--- src/rtl/mem_bus_pkg.sv ---
`default_nettype none
// +--------------------------------------------------------------------------+
// | mem_bus_pkg : shared types and constants for the memory bus arbiter      |
// | Rev 1.0                                                                  |
// +--------------------------------------------------------------------------+
package mem_bus_pkg;

  localparam int DEF_AW = 13;
  localparam int DEF_DW = 8;

  localparam logic [12:0] RAM_BASE = 13'h1800;
  // Top two address bits that select RAM; everything else is ROM.
  localparam logic [1:0]  RAM_TAG  = RAM_BASE[12:11];

  typedef enum logic [1:0] {
    IDLE   = 2'd0,
    ACCESS = 2'd1,
    DONE   = 2'd2
  } state_t;

  typedef enum logic {
    REG_ROM = 1'b0,
    REG_RAM = 1'b1
  } region_t;

  typedef enum logic {
    GNT_FETCH = 1'b0,
    GNT_DATA  = 1'b1
  } port_t;

endpackage
`default_nettype wire

--- src/rtl/mem_region_decode.sv ---
`default_nettype none
// +--------------------------------------------------------------------------+
// | mem_region_decode : combinational address -> ROM/RAM region              |
// | Rev 1.0                                                                  |
// +--------------------------------------------------------------------------+
module mem_region_decode
  import mem_bus_pkg::*;
#(
  parameter int AW = DEF_AW
) (
  input  logic [AW-1:0] i_addr,
  output region_t       o_region
);

  assign o_region = (i_addr[AW-1 -: 2] == RAM_TAG) ? REG_RAM : REG_ROM;

endmodule
`default_nettype wire

--- src/rtl/mem_bus_arbiter.sv ---
`default_nettype none
// +--------------------------------------------------------------------------+
// | mem_bus_arbiter : shares the ROM/RAM bus between fetch and data ports.   |
// | MEM_ARB_RR_EN selects round-robin arbitration (default: data priority).  |
// | Rev 1.0                                                                  |
// +--------------------------------------------------------------------------+
module mem_bus_arbiter
  import mem_bus_pkg::*;
#(
  parameter int AW       = DEF_AW,
  parameter int DW       = DEF_DW,
  parameter int ROM_WAIT = 1,
  parameter int RAM_WAIT = 0
) (
  input  logic          clk,
  input  logic          rst,
  input  logic          if_req,
  input  logic [AW-1:0] if_addr,
  output logic          if_ack,
  output logic [DW-1:0] if_rdata,
  input  logic          d_req,
  input  logic          d_we,
  input  logic [AW-1:0] d_addr,
  input  logic [DW-1:0] d_wdata,
  output logic          d_ack,
  output logic [DW-1:0] d_rdata,
  output logic          d_err,
  output logic [AW-1:0] bus_addr,
  output logic [DW-1:0] bus_wdata,
  input  logic [DW-1:0] bus_rdata,
  output logic          rom_sel,
  output logic          ram_sel,
  output logic          rd,
  output logic          wr
);

  localparam logic [2:0] c_rom_wait = 3'(ROM_WAIT);
  localparam logic [2:0] c_ram_wait = 3'(RAM_WAIT);

  state_t        r_state;
  port_t         r_gnt;
  logic [2:0]    r_wait;

  port_t         w_winner;
  logic [AW-1:0] w_addr;
  logic          w_we;
  region_t       w_region;

`ifdef MEM_ARB_RR_EN
  port_t r_last;

  // On contention the port that lost last time wins.
  always_comb begin
    w_winner = GNT_FETCH;
    if (if_req && d_req)
      w_winner = (r_last == GNT_DATA) ? GNT_FETCH : GNT_DATA;
    else if (d_req)
      w_winner = GNT_DATA;
  end
`else
  always_comb begin
    w_winner = d_req ? GNT_DATA : GNT_FETCH;
  end
`endif

  assign w_addr = (w_winner == GNT_DATA) ? d_addr : if_addr;
  assign w_we   = (w_winner == GNT_DATA) && d_we;

  // Decodes the address being latched, so the region travels with it.
  mem_region_decode #(
    .AW (AW)
  ) u_decode (
    .i_addr   (w_addr),
    .o_region (w_region)
  );

  always_ff @(posedge clk or posedge rst) begin
    if (rst) begin
      r_state   <= IDLE;
      r_gnt     <= GNT_FETCH;
      r_wait    <= 3'd0;
`ifdef MEM_ARB_RR_EN
      r_last    <= GNT_DATA;
`endif
      if_ack    <= 1'b0;
      if_rdata  <= '0;
      d_ack     <= 1'b0;
      d_rdata   <= '0;
      d_err     <= 1'b0;
      bus_addr  <= '0;
      bus_wdata <= '0;
      rom_sel   <= 1'b0;
      ram_sel   <= 1'b0;
      rd        <= 1'b0;
      wr        <= 1'b0;
    end else begin
      case (r_state)
        IDLE: begin
          if (if_req || d_req) begin
            r_gnt    <= w_winner;
`ifdef MEM_ARB_RR_EN
            r_last   <= w_winner;
`endif
            bus_addr <= w_addr;
            if (w_we && (w_region == REG_ROM)) begin
              // ROM is read-only: complete at once with an error, no strobe.
              r_state <= DONE;
              d_ack   <= 1'b1;
              d_err   <= 1'b1;
            end else begin
              r_state <= ACCESS;
              if (w_we)
                bus_wdata <= d_wdata;
              rd      <= ~w_we;
              wr      <= w_we;
              rom_sel <= (w_region == REG_ROM);
              ram_sel <= (w_region == REG_RAM);
              r_wait  <= (w_region == REG_RAM) ? c_ram_wait : c_rom_wait;
            end
          end
        end

        ACCESS: begin
          if (r_wait == 3'd0) begin
            r_state <= DONE;
            rd      <= 1'b0;
            wr      <= 1'b0;
            rom_sel <= 1'b0;
            ram_sel <= 1'b0;
            // Writes leave the read-data registers untouched.
            if (r_gnt == GNT_DATA) begin
              d_ack <= 1'b1;
              if (rd)
                d_rdata <= bus_rdata;
            end else begin
              if_ack <= 1'b1;
              if (rd)
                if_rdata <= bus_rdata;
            end
          end else begin
            r_wait <= r_wait - 3'd1;
          end
        end

        DONE: begin
          r_state <= IDLE;
          if_ack  <= 1'b0;
          d_ack   <= 1'b0;
          d_err   <= 1'b0;
        end

        default: r_state <= IDLE;
      endcase
    end
  end

endmodule
`default_nettype wire

--- config.mk ---
export PLATFORM = sky130hd
export DESIGN_NAME = mem_bus_arbiter
export DESIGN_NICKNAME = d
export VERILOG_FILES = /design/src/rtl/mem_bus_pkg.sv /design/src/rtl/mem_region_decode.sv /design/src/rtl/mem_bus_arbiter.sv
export SDC_FILE = /design/constraint.sdc
export NUM_CORES = 1
export LEC_CHECK = 0
export CAP_MARGIN = 40
export CORE_UTILIZATION = 48
export CTS_BUF_LIST = sky130_fd_sc_hd__clkbuf_8
export CTS_CLUSTER_SIZE = 25
export DETAILED_ROUTE_END_ITERATION = 8
export MAX_ROUTING_LAYER = met4
export PLACE_DENSITY = 0.93
export SYNTH_ARGS = -nofsm -noshare
export SYNTH_HDL_FRONTEND = slang
export SYNTH_SLANG_ARGS = --single-unit
export TNS_END_PERCENT = 1
--- constraint.sdc ---
create_clock -name clk -period 5.2 [get_ports clk]
set_clock_uncertainty 0.1 [all_clocks]
set_input_delay 1.04 -clock clk [delete_from_list [all_inputs] [get_ports clk]]
set_output_delay 1.04 -clock clk [all_outputs]
set_load 0.02 [all_outputs]
### Word-level counts from Yosys, hierarchy flattened

Index checks and enable logic that the tools add are counted.

| cells by class | value |
|---|---|
| add/subtract/negate cells | 1 |
| equality and inequality tests | 10 |
| muxes and demuxes | 34 |
| bitwise logic cells | 4 |
| reductions and logical operators | 19 |

Operators by type and width:

| operator | number |
|---|---|
| AND reduction 4 bit | 5 |
| 2-to-1 mux 1 bit | 18 |
| inequality test 2 bit, second input constant | 7 |
| 2-to-1 mux 13 bit | 1 |
| one-hot mux 1 bit (2 select lines) | 6 |
| 2-to-1 mux 3 bit | 3 |
| 2-to-1 mux 2 bit | 3 |
| one-hot mux 3 bit (2 select lines) | 1 |
| AND reduction 3 bit | 2 |
| nonzero test 2 bit | 3 |
| AND reduction 5 bit | 1 |
| == test 2 bit, second input constant | 2 |
| inverter 1 bit | 4 |
| one-hot mux 2 bit (2 select lines) | 1 |
| AND reduction 2 bit | 2 |
| zero test 3 bit | 1 |
| one-hot mux 1 bit (3 select lines) | 1 |
| nonzero test 3 bit | 1 |
| subtractor 3 x 1 -> 3 bit, second input constant | 1 |
| == test 2 x 1 -> 1 bit, second input constant | 1 |
| logical AND 1 bit | 2 |
| zero test 2 bit | 1 |
| logical OR 1 bit | 1 |

| word-level totals | value |
|---|---|
| flip-flop bits (word level) | 50 |

### Logic depth before layout (Yosys ltp)

| logic depth | value |
|---|---|
| depth in word-level cells | 9 |
| depth in mapped cells | 7 |
| mapped depth without buffers | 6 |

### By module

From an unflattened synthesis, not the netlist that was laid out.

| unflattened totals | value |
|---|---|
| cell total of the unflattened synthesis | 172 |
| area total of the unflattened synthesis | 2364.8 µm² |

Modules (own cells, without submodules):

| module | times used | cells an instance | area each (µm²) | seq. area each (µm²) |
|---|---|---|---|---|
| mem_bus_arbiter | 1 | 171 | 2358.5 | 1251.2 |
| mem_region_decode | 1 | 1 | 6.3 | 0.0 |

### Least setup slack after synthesis

OpenSTA, ideal clock, no wires.

| timing | value |
|---|---|
| path kind | input port to flip-flop |
| start | input d_addr[12] |
| end | register d_ack |
| arrival time | 2158 ps |
| data required time | 4975 ps |
| path slack | 2818 ps |
| cell stages on the path | 4 |
| buffers on the path | 0 |
| path through | and2_1 -> or3_1 -> a221oi_1 -> mux2_2 |

| on the way | value |
|---|---|
| word-level cells in the longest chain between the ends | 7 |

Ends and longest elaborated chain:

| element | line | RTL |
|---|---|---|
| start: declaration | mem_bus_arbiter.sv:23 | `input logic [AW-1:0] d_addr,` |
| 2-to-1 mux 13 bit | mem_bus_arbiter.sv:66 | `assign w_addr = (w_winner == GNT_DATA) ? d_addr : if_addr;` |
| == test 2 bit | mem_region_decode.sv:15 | `assign o_region = (i_addr[AW-1 -: 2] == RAM_TAG) ? REG_RAM : REG_ROM;` |
| 2-to-1 mux 1 bit | mem_region_decode.sv:15 |  |
| inverter 1 bit | mem_bus_arbiter.sv:105 | `if (w_we && (w_region == REG_ROM)) begin` |
| logical AND 1 bit | mem_bus_arbiter.sv:105 |  |
| inequality test 2 bit (no line) | n/a |  |
| AND reduction 5 bit (no line) | n/a |  |
| end signal: assignment | mem_bus_arbiter.sv:108 | `d_ack <= 1'b1;` |
| end signal: assignment | mem_bus_arbiter.sv:132 | `d_ack <= 1'b1;` |
| end signal: assignment | mem_bus_arbiter.sv:148 | `d_ack <= 1'b0;` |
| end: declaration | mem_bus_arbiter.sv:25 | `output logic d_ack,` |

No other way between the ends.
A chain may end at the register's enable or synchronous reset.

### Worst setup path in the final report

| timing | value |
|---|---|
| start | input d_req |
| end | register d_ack |

| on the way | value |
|---|---|
| word-level cells in the longest chain between the ends | 8 |
| elaborated cells on any way between the ends | 11 |

Ends and longest elaborated chain:

| element | line | RTL |
|---|---|---|
| start: declaration | mem_bus_arbiter.sv:21 | `input logic d_req,` |
| 2-to-1 mux 1 bit | mem_bus_arbiter.sv:62 | `w_winner = d_req ? GNT_DATA : GNT_FETCH;` |
| 2-to-1 mux 13 bit | mem_bus_arbiter.sv:66 |  |
| == test 2 bit | mem_region_decode.sv:15 |  |
| 2-to-1 mux 1 bit | mem_region_decode.sv:15 |  |
| inverter 1 bit | mem_bus_arbiter.sv:105 |  |
| logical AND 1 bit | mem_bus_arbiter.sv:105 |  |
| inequality test 2 bit (no line) | n/a |  |
| AND reduction 5 bit (no line) (*) | n/a |  |

Mark *: on every way between the ends. The rest lies on a longest branch, timed or not.

==> impl_metrics.toml <==
[power]
swShare = 0.381
p_sw_uw = 753
p_int_mw = 1.22
vdd_drop_max_v = 0.000367
p_leak_nw = 1.47
seqPwrFrac = 0.345
clkPwrFrac = 0.125
power_density_mw_per_mm2 = 588
pwr-share-comb = 0.530

[sta]
worst_pin_slew_ns = 0.517
period_minus_slack_ns = 2.86
hold_viol = 0
final.setup.tns_ns = 0
rsz0062_at_grt = "false"
fmax_mhz = 350
final_max_slew_viol_count = 0
post-route-period-util = 0.550
slew_headroom = 0.655
setup_viol = 0

[placed_design]
post_dp_cell_area_mm2 = 0.00326
dp.cells = 333
place_congestion = 0.949
port_buffers = 90
hpwlAfterDp_um = 3900

[synthesis]
synth-compound-area-share = 0.0888
synth.largest_area_cell = "dfrtp_1"
synth-adder-area-share = 0.0329
syn_inst = 194
synth-simple-area-share = 0.0986
synth_cell_type_count = 33
synth_seq_cells = 50
synth_mux_area_frac = 0.204
yosysWarnings = 0
seq_area_frac_synth = 0.548
syn-cell-area_mm2 = 0.00228
syn_nets = 247
synthTopCellsByArea = "dfrtp_1 (55%), mux2_2 (12%), mux2i_1 (6.1%)"
synth_top_family_by_area = "multiplexers"
synth_xor_area_frac = 0
synth.avg_cell_area_um2 = 11.8
synth_top_area_share = 0.548

[setup_path]
crit_type = "in2reg"
critical_path.max_fanout = 23
path_buf_inv = 2
start_kind = "primary input"
crit_path_cell_trace = "clkdlybuf4s50_1 > buf_4 > nand2_1 > or3_1 > a221oi_1 > mux2_2"
worst-endpoint-required_ns = 5.29
critPathArrivalTime_ns = 2.95
crit_slowest_cell = "clkdlybuf4s50_1"
path_delay_family = "buffers and inverters"
endpoint_kind = "register"
max_stage_delay_ns = 0.45

[routing]
drt-vias-per-instance = 5.35
wirelength_um = 5100
final_antenna_net_count = 0
vias = 1825
firstDrtPassIters = 7
drc = 10
drtIter0Drc = 65
wire_per_inst_um = 14.9

[floorplan]
io_pins = 91
core_mm2 = 0.00447
die_w_um = 71.0
row_count = 24
die_area_mm2 = 0.00504
fp.dieH_um = 71.0
initial_utilization = 0.510

[cts]
ctsHtreeMaxLevel = 2
hold_buffers = 0
cts_tree = "done"
clk_path_buf_depth = 2
cts_root_buffer = "clkbuf_8"
postCtsSetupRepairBufs = 0
worstSkewPairLatency_ns = 0.31
cts_sinks = 50
cts_resized = 0
clk_pin_slew_worst_paths_ns = 0.09
cts_buffers = 5

[run_status]
violations = "design-rule violations"
status = "finished with violations"

[global_route]
grt_pass1_wl_um = 8460
antenna_found_initial = 0
overflow = 0
grt_pass1_vias = 1870
gr-usage-all-layers = 0.223
grt_max_degree = 28

[cells_and_area]
syn_to_final_growth_pct = 47.2
antennaDiodeCount = 0
fin_cells = 341
finalNetCount = 341
drive_gt1_frac = 0.138
post-route-cell-area_mm2 = 0.00336
final_core_util = 0.751

[worst_hold_path]
hold_class = "reg2reg"

[run]
drv_cap = 0
registers in the layout, summed over array words and instances, names as in the netlist:
signal / count
bus_addr: 13
bus_wdata: 8
d_err: 1
rd: 1
r_gnt: 1
if_ack: 1
d_ack: 1
d_rdata: 8
ram_sel: 1
if_rdata: 8
wr: 1
rom_sel: 1
r_wait: 3
r_state: 2
tightest hold or removal path, stage by stage, from the launching register on:
cell	delay (ns)
dfrtp_1	0.35
nand2_1	0.04
o21ai_0	0.06
through the flow:
step	hold slack (ns)	power [mW]	setup WS [ns]
global placement	0.363	1.70	2.10
CTS	0.390	1.99	2.35
detailed placement	0.370	1.74	2.03
global route	0.414	2.09	2.23
floorplan	0.375	1.26	2.82
finish	0.383	1.97	2.34
layer usage:
metal | share of wire | track usage | up-vias | routed length [µm]
met5 | 0 | - | - | 0
met4 | 0.020 | 0.0822 | 0 | 102
met3 | 0.062 | 0.0541 | 12 | 316
met2 | 0.52 | 0.394 | 57 | 2670
met1 | 0.39 | 0.243 | 889 | 2010
li1 | - | - | 867 | -
placed cells by master (no fill, tap or decap), drive strengths merged, types with 3 or more instances in the layout:
cell,count
a21oi,3
a22o,3
buf,3
clkbuf,7
clkdlybuf4s50,90
dfrtp,50
ha,6
inv,9
mux2,29
mux2i,14
nand2,22
nand3,5
nor2,5
nor2b,3
o21ai,20
worst paths after layout:
check                                        start  cells after the start  slack [ns]                      end
min in group asynchronous                      rst                      2        0.98        d_err$_DFFE_PP0P_
setup / recovery                             d_req                      6        2.34        d_ack$_DFFE_PP0P_
setup reg to reg            r_state[0]$_DFFE_PP0P_                      6        2.84        d_ack$_DFFE_PP0P_
max in group asynchronous                      rst                      3        3.50        d_ack$_DFFE_PP0P_
hold reg to reg            bus_addr[0]$_DFFE_PP0P_                      2        0.38  bus_addr[0]$_DFFE_PP0P_
hold / removal             bus_addr[0]$_DFFE_PP0P_                      2        0.38  bus_addr[0]$_DFFE_PP0P_
Yosys cell counts:
library cell  instances
a21boi_0              1
a21oi_1               3
a221oi_1              1
a22o_1                3
a31oi_1               1
and2_1                2
and3b_1               1
buf_2                 2
buf_4                 1
clkbuf_1              3
dfrtp_1              50
ha_1                  6
inv_1                 9
mux2_1                4
mux2_2               25
mux2i_1              14
nand2_1              22
nand2b_1              2
nand3_1               5
nand3b_1              1
nand4_1               2
nor2_1                4
nor2_2                1
nor2b_1               3
o21ai_0              19
o21ai_1               1
o22a_1                1
o22ai_1               2
o31ai_1               1
o32a_1                1
or2_2                 1
or3_1                 1
or3b_4                1
power by group through the flow:
stage | sequential, mW | clock [mW] | combinational [mW]
5_1_grt | 0.703 | 0.268 | 1.12
2_1_floorplan | 0.877 | 0 | 0.388
6_report | 0.682 | 0.248 | 1.05
4_1_cts | 0.681 | 0.255 | 1.05
3_3_place_gp | 0.677 | 0 | 1.02
3_5_place_dp | 0.686 | 0 | 1.05
cell families after synthesis:
logic type	Yosys count
AO/OA/AOI/OAI	34
adder cells (fa/ha/maj)	6
buffers and inverters	15
flip-flops	50
multiplexers	43
AND/OR/NAND/NOR	46
final cells by class:
type | count | area (µm²)
Fill cell | 294 | 1110
Sequential cell | 50 | 1250
Multi-Input combinational cell | 129 | 970
Clock inverter | 1 | 8.76
Inverter | 9 | 33.8
Timing Repair Buffer | 93 | 936
Clock buffer | 7 | 96.3
Tap cell | 52 | 65.1
No activity file was read; power rests on OpenSTA's default activity.
==> RTL edit 1 (same flow settings) <==
Build with the macro `MEM_ARB_RR_EN` defined.
--- a/src/rtl/mem_bus_arbiter.sv
+++ b/src/rtl/mem_bus_arbiter.sv
@@ -5,4 +5,6 @@
 // | Rev 1.0                                                                  |
 // +--------------------------------------------------------------------------+
+`define MEM_ARB_RR_EN
+
 module mem_bus_arbiter
   import mem_bus_pkg::*;
Formal check against the unedited RTL: not equivalent (a bounded check fails within 4 cycles, from zero or initial values and one cycle with rst high).
==> RTL edit 1 against the unedited design <==
Combinational power barely moved; cell count rose by 2.3%; first-iteration DRC count rose by 6.2%; synthesized area rose by 3.3%; clock power rose by 12%; synthesized cell count fell by 1.5%; sequential power rose by 2%; critical path depth fell by 1; power rose by 2.7%; cell area rose by 2.3%; sequential cell count rose by 1; critical endpoint is now bus_wdata[5]; setup slack got worse by 0.57 ns; die area rose by 3.2%; routed wire length rose by 3.6%.
==> RTL edit 1: results (changes against the unedited design) <==
Clock tree
  – Post-CTS sizing: 0 (unchanged)
  – Clock transition at path regs: 0.09 ns (about the same)
  – Cts hold-fix bufs: 0 (unchanged)
  – Later-pin clock latency in the skew report: 0.29 ns (-0.02 ns)
  – Clock root cell: clkbuf_8

Worst setup path
  – Top delay family on crit path: compound AO/OA/AOI/OAI gates
  – CP max stage delay: 0.75 ns (+0.30 ns)
  – R2R depth: 4 (-2)
  – Critical path's slowest cell: a21boi_4
  – CP arrival: 3.51 ns (+0.56 ns)

Pwr
  – Max VDD drop: 0.000367 V (-0.21%)
  – Power in the clock group: 277 uW (+12%)
  – LEAKAGE: 0.00150 uW (+2.5%)
  – Sequential share of power: 34.4% (about the same)
  – Switching Power: 756 uW (+0.37%)
  – Pwr Total: 2030 uW (+2.7%)

Place
  – Placed cell count: 341 (+2.4%)
  – HPWL Detailed: 4.06 mm (+4.1%)
  – Pre-CTS WS: 1.48 ns (-0.553 ns)
  – GP Congestion: 0.864 (-8.9%)
  – Post-DP Area: 3320 sq um (+2.0%)
  – IO Port Bufs: 90 (unchanged)

Detailed routing
  – First-pass DRT Iterations: 4 (-3)
  – DR WL met2: 2.77 mm (+3.8%)
  – M1 WL: 2.23 mm (+11%)
  – WL/cell: 15.1 um (+1.2%)
  – Vias: 1,805 (-1.1%)
  – Uppermost layer routed: met4
  – Initial DRC count: 69 (+6.2%)
  – Via density per instance: 5.17 (-3.4%)
  – Met3 wire len: 227 um (-28%)

GRT
  – Largest net degree at the start of global routing: 32 (+14%)
  – GRT met2 Usage: 39.7% (+0.24 points)
  – First-pass GRT wire length: 8.79 mm (+3.9%)
  – Total track usage: 22.9% (+0.57 points)
  – Met1 Use GR: 27.5% (+3.2 points)
  – Met3 Usage GRT: 3.89% (-1.5 points)

Run status
  – Status: complete, no violations

Final layout
  – Final Core Density: 72.8% (-2.3 points)
  – Fin nets: 333 (-2.3%)
  – Layout cell share with drive strength beyond 1: 16.0% (+2.1 points)
  – FILL cells: 310 (+5.4%)

Yosys
  – Adder-cell share of the synthesized area: 2.65% (-0.64 points)
  – Synth Area in Compound Gates: 10.4% (+1.5 points)
  – Synth unique cells: 36 (+9.1%)
  – Yosys warns: 0 (unchanged)
  – Top post-synthesis cells by count: dfrtp_1 (50), mux2_2 (20), nand2_1 (20), mux2i_1 (16), o21ai_0 (16)
  – Mux cell area share after synthesis: 21.4% (+0.99 points)
  – Synth area leaders: dfrtp_1 (53%), mux2_2 (9.5%), mux2i_1 (6.8%), mux2_4 (5.1%), o21ai_0 (3.4%)
  – Mapped Cells: 191 (-1.5%)
  – Sequential area share after synthesis: 54.2% (-0.63 points)
  – Post-synthesis net count: 243 (-1.6%)

STA
  – Slew HR: 41.2% (-24 points)
  – Final Max Slew Viols: 0 (unchanged)

Min path
  – Hold Path Class: reg -> reg
==> RTL edit 1: cell type report <==
type / instances / area share (%)
Clock inverter: 2 / 1.02
Inverter: 8 / 0.873
Timing Repair Buffer: 92 / 27.0
Clock buffer: 6 / 2.40
Multi-Input combinational cell: 123 / 29.1
Tap cell: 67 / 2.44
Sequential cell: 51 / 37.1
==> RTL edit 1: kinds of logic (layout without fill, tap and decap cells) <==
kind of cell             after synthesis  count (layout)
AO/OA/AOI/OAI                         36              36
adder cells (fa/ha/maj)                5               5
buffers and inverters                 17             108
flip-flops                            51              51
multiplexers                          44              44
AND/OR/NAND/NOR                       38              38
==> RTL edit 1: worst paths after layout <==
kind / start / endpoint / slack (ns)
hold reg to reg: bus_addr[2] / bus_addr[2] / 0.38
hold / removal: bus_addr[2] / bus_addr[2] / 0.38
setup / recovery: d_req / bus_wdata[5] / 1.78
max in group asynchronous: rst / r_last / 3.44
setup reg to reg: r_last / bus_wdata[5] / 2.74
min in group asynchronous: rst / bus_wdata[7] / 0.98
==> RTL edit 2 (same settings) <==
Without the edit above. Re-encode `state_t` (3 states) as one-hot, 3 bits wide.
--- a/src/rtl/mem_bus_pkg.sv
+++ b/src/rtl/mem_bus_pkg.sv
@@ -13,8 +13,8 @@
   localparam logic [1:0]  RAM_TAG  = RAM_BASE[12:11];
 
-  typedef enum logic [1:0] {
-    IDLE   = 2'd0,
-    ACCESS = 2'd1,
-    DONE   = 2'd2
+  typedef enum logic [2:0] {
+    IDLE   = 3'b001,
+    ACCESS = 3'b010,
+    DONE   = 3'b100
   } state_t;
 
Function: no difference found for any inputs over 10 cycles, from zero or initial values and one cycle with rst high; not proved beyond that.
==> RTL edit 2 against the unedited design <==
Cell area up 1.3%; setup slack worse by 0.12 ns; synthesized area is 2.7% higher; power fell by 4.1%; routed wire length increased by 6.0%; sequential cell count increased by 1; global-route usage rose by 0.67 points; non-clock buffer count is 1 lower; via count is 1.8% lower; critical path type unchanged; critical endpoint is now rom_sel; largest power group unchanged.
==> RTL edit 2: results (changes against the unedited design) <==
Run status
  – Status: complete, no violations

Final layout
  – FILL cells: 335 (+14%)
  – Fin nets: 326 (-4.4%)
  – Largest register FFs: 13 (unchanged)
  – Non-Filler Instances: 345 (+1.2%)
  – Area grow syn2layout: 45.1%
  – Layout cell share with drive strength beyond 1: 12.2% (-1.6 points)

GRT
  – Met1 Use GR: 27.7% (+3.4 points)
  – Total track usage: 23.0% (+0.67 points)
  – First-pass GRT wire length: 8.73 mm (+3.2%)
  – Met3 Usage GRT: 5.00% (-0.41 points)
  – Largest net degree at the start of global routing: 34 (+21%)
  – GRT met2 Usage: 37.8% (-1.6 points)

Yosys
  – Sequential area share after synthesis: 54.5% (-0.31 points)
  – Mux cell area share after synthesis: 17.9% (-2.5 points)
  – Synth unique cells: 42 (+27%)
  – Synth area leaders: dfrtp_1 (53%), mux2_1 (6.7%), mux2i_1 (5.1%), mux2_4 (5.1%), a21oi_1 (3.6%)
  – Syn_area_per_cell: 12.7 sq um (+7.7%)
  – Synth Area in Compound Gates: 11.2% (+2.3 points)
  – Adder-cell share of the synthesized area: 1.07% (-2.2 points)
  – Top post-synthesis cells by count: dfrtp_1 (50), nor2_1 (18), a21oi_1 (17), mux2_1 (14), mux2i_1 (12)
  – Post-synthesis net count: 234 (-5.3%)

STA
  – Hold Worst Slack: 0.392 ns (+0.00855 ns)

Detailed routing
  – Vias: 1,792 (-1.8%)
  – WL/cell: 15.7 um (+4.8%)
  – First-pass DRT Iterations: 4 (-3)
  – Initial DRC count: 98 (+51%)

Min path
  – End of the worst hold path: wr
  – Hold Path Cell Cnt: 1 (-1)
  – Hold path startpoint: wr

Worst setup path
  – CP max stage delay: 0.76 ns (+0.31 ns)
  – CP arrival: 3.12 ns (+0.17 ns)
  – Reg-to-reg startpoint: r_wait[0]
  – R2R depth: 5 (-1)
  – Reg2reg setup slack: 3.06 ns (+0.22 ns)
  – Crit Path Max Fanout: 28 (+22%)
  – Reg-to-Reg End: if_rdata[7]

Pwr
  – Clock share of power: 12.8% (+0.3 points)
  – LEAKAGE: 0.00144 uW (-2.0%)
  – Switching Power: 738 uW (-2.0%)
  – Pwr Total: 1890 uW (-4.1%)
  – Max VDD drop: 0.000305 V (-17%)
  – Comb power frac: 49.7% (-3.3 points)

Place
  – Pre-CTS WS: 1.97 ns (-0.0629 ns)
  – Placed cell count: 337 (+1.2%)
  – Post-DP Area: 3310 sq um (+1.6%)
  – HPWL Detailed: 3.99 mm (+2.3%)
## RTL edit 2: routing by layer
layer  routed length, um  up-vias  share of wire, %
li1                    -      848                 -
met1                2260      873                42
met2                2780       60                51
met3                 250       11               4.6
met4                 113        0               2.1
met5                   0        -                 0
## RTL edit 2: critical path, delay by kind of cell
family,cells,cell delay (ns)
compound gates,2,0.42
buf+inv,1,0.76
simple gates,2,0.90
## RTL edit 2: how the worst max path moves through the flow
stage	slack [ns]	cells after the start	to	from
final	2.22	5	rom_sel	d_req
after global routing	2.11	5	rom_sel	d_req
after CTS	2.26	5	rom_sel	d_req
after detailed placement	1.97	5	rom_sel	d_req
after global placement	2.06	5	rom_sel	d_req
after floorplan	2.83	1	bus_addr[0]	rst
## RTL edit 2: cell type report
cell class                 count  area share, %
clock buffer                   6           2.43
tap                           67           2.46
inverter                       5          0.551
timing repair buffer          92           27.3
multi-input combinational    122           29.3
clock inverter                 2          0.404
sequential                    51           37.5
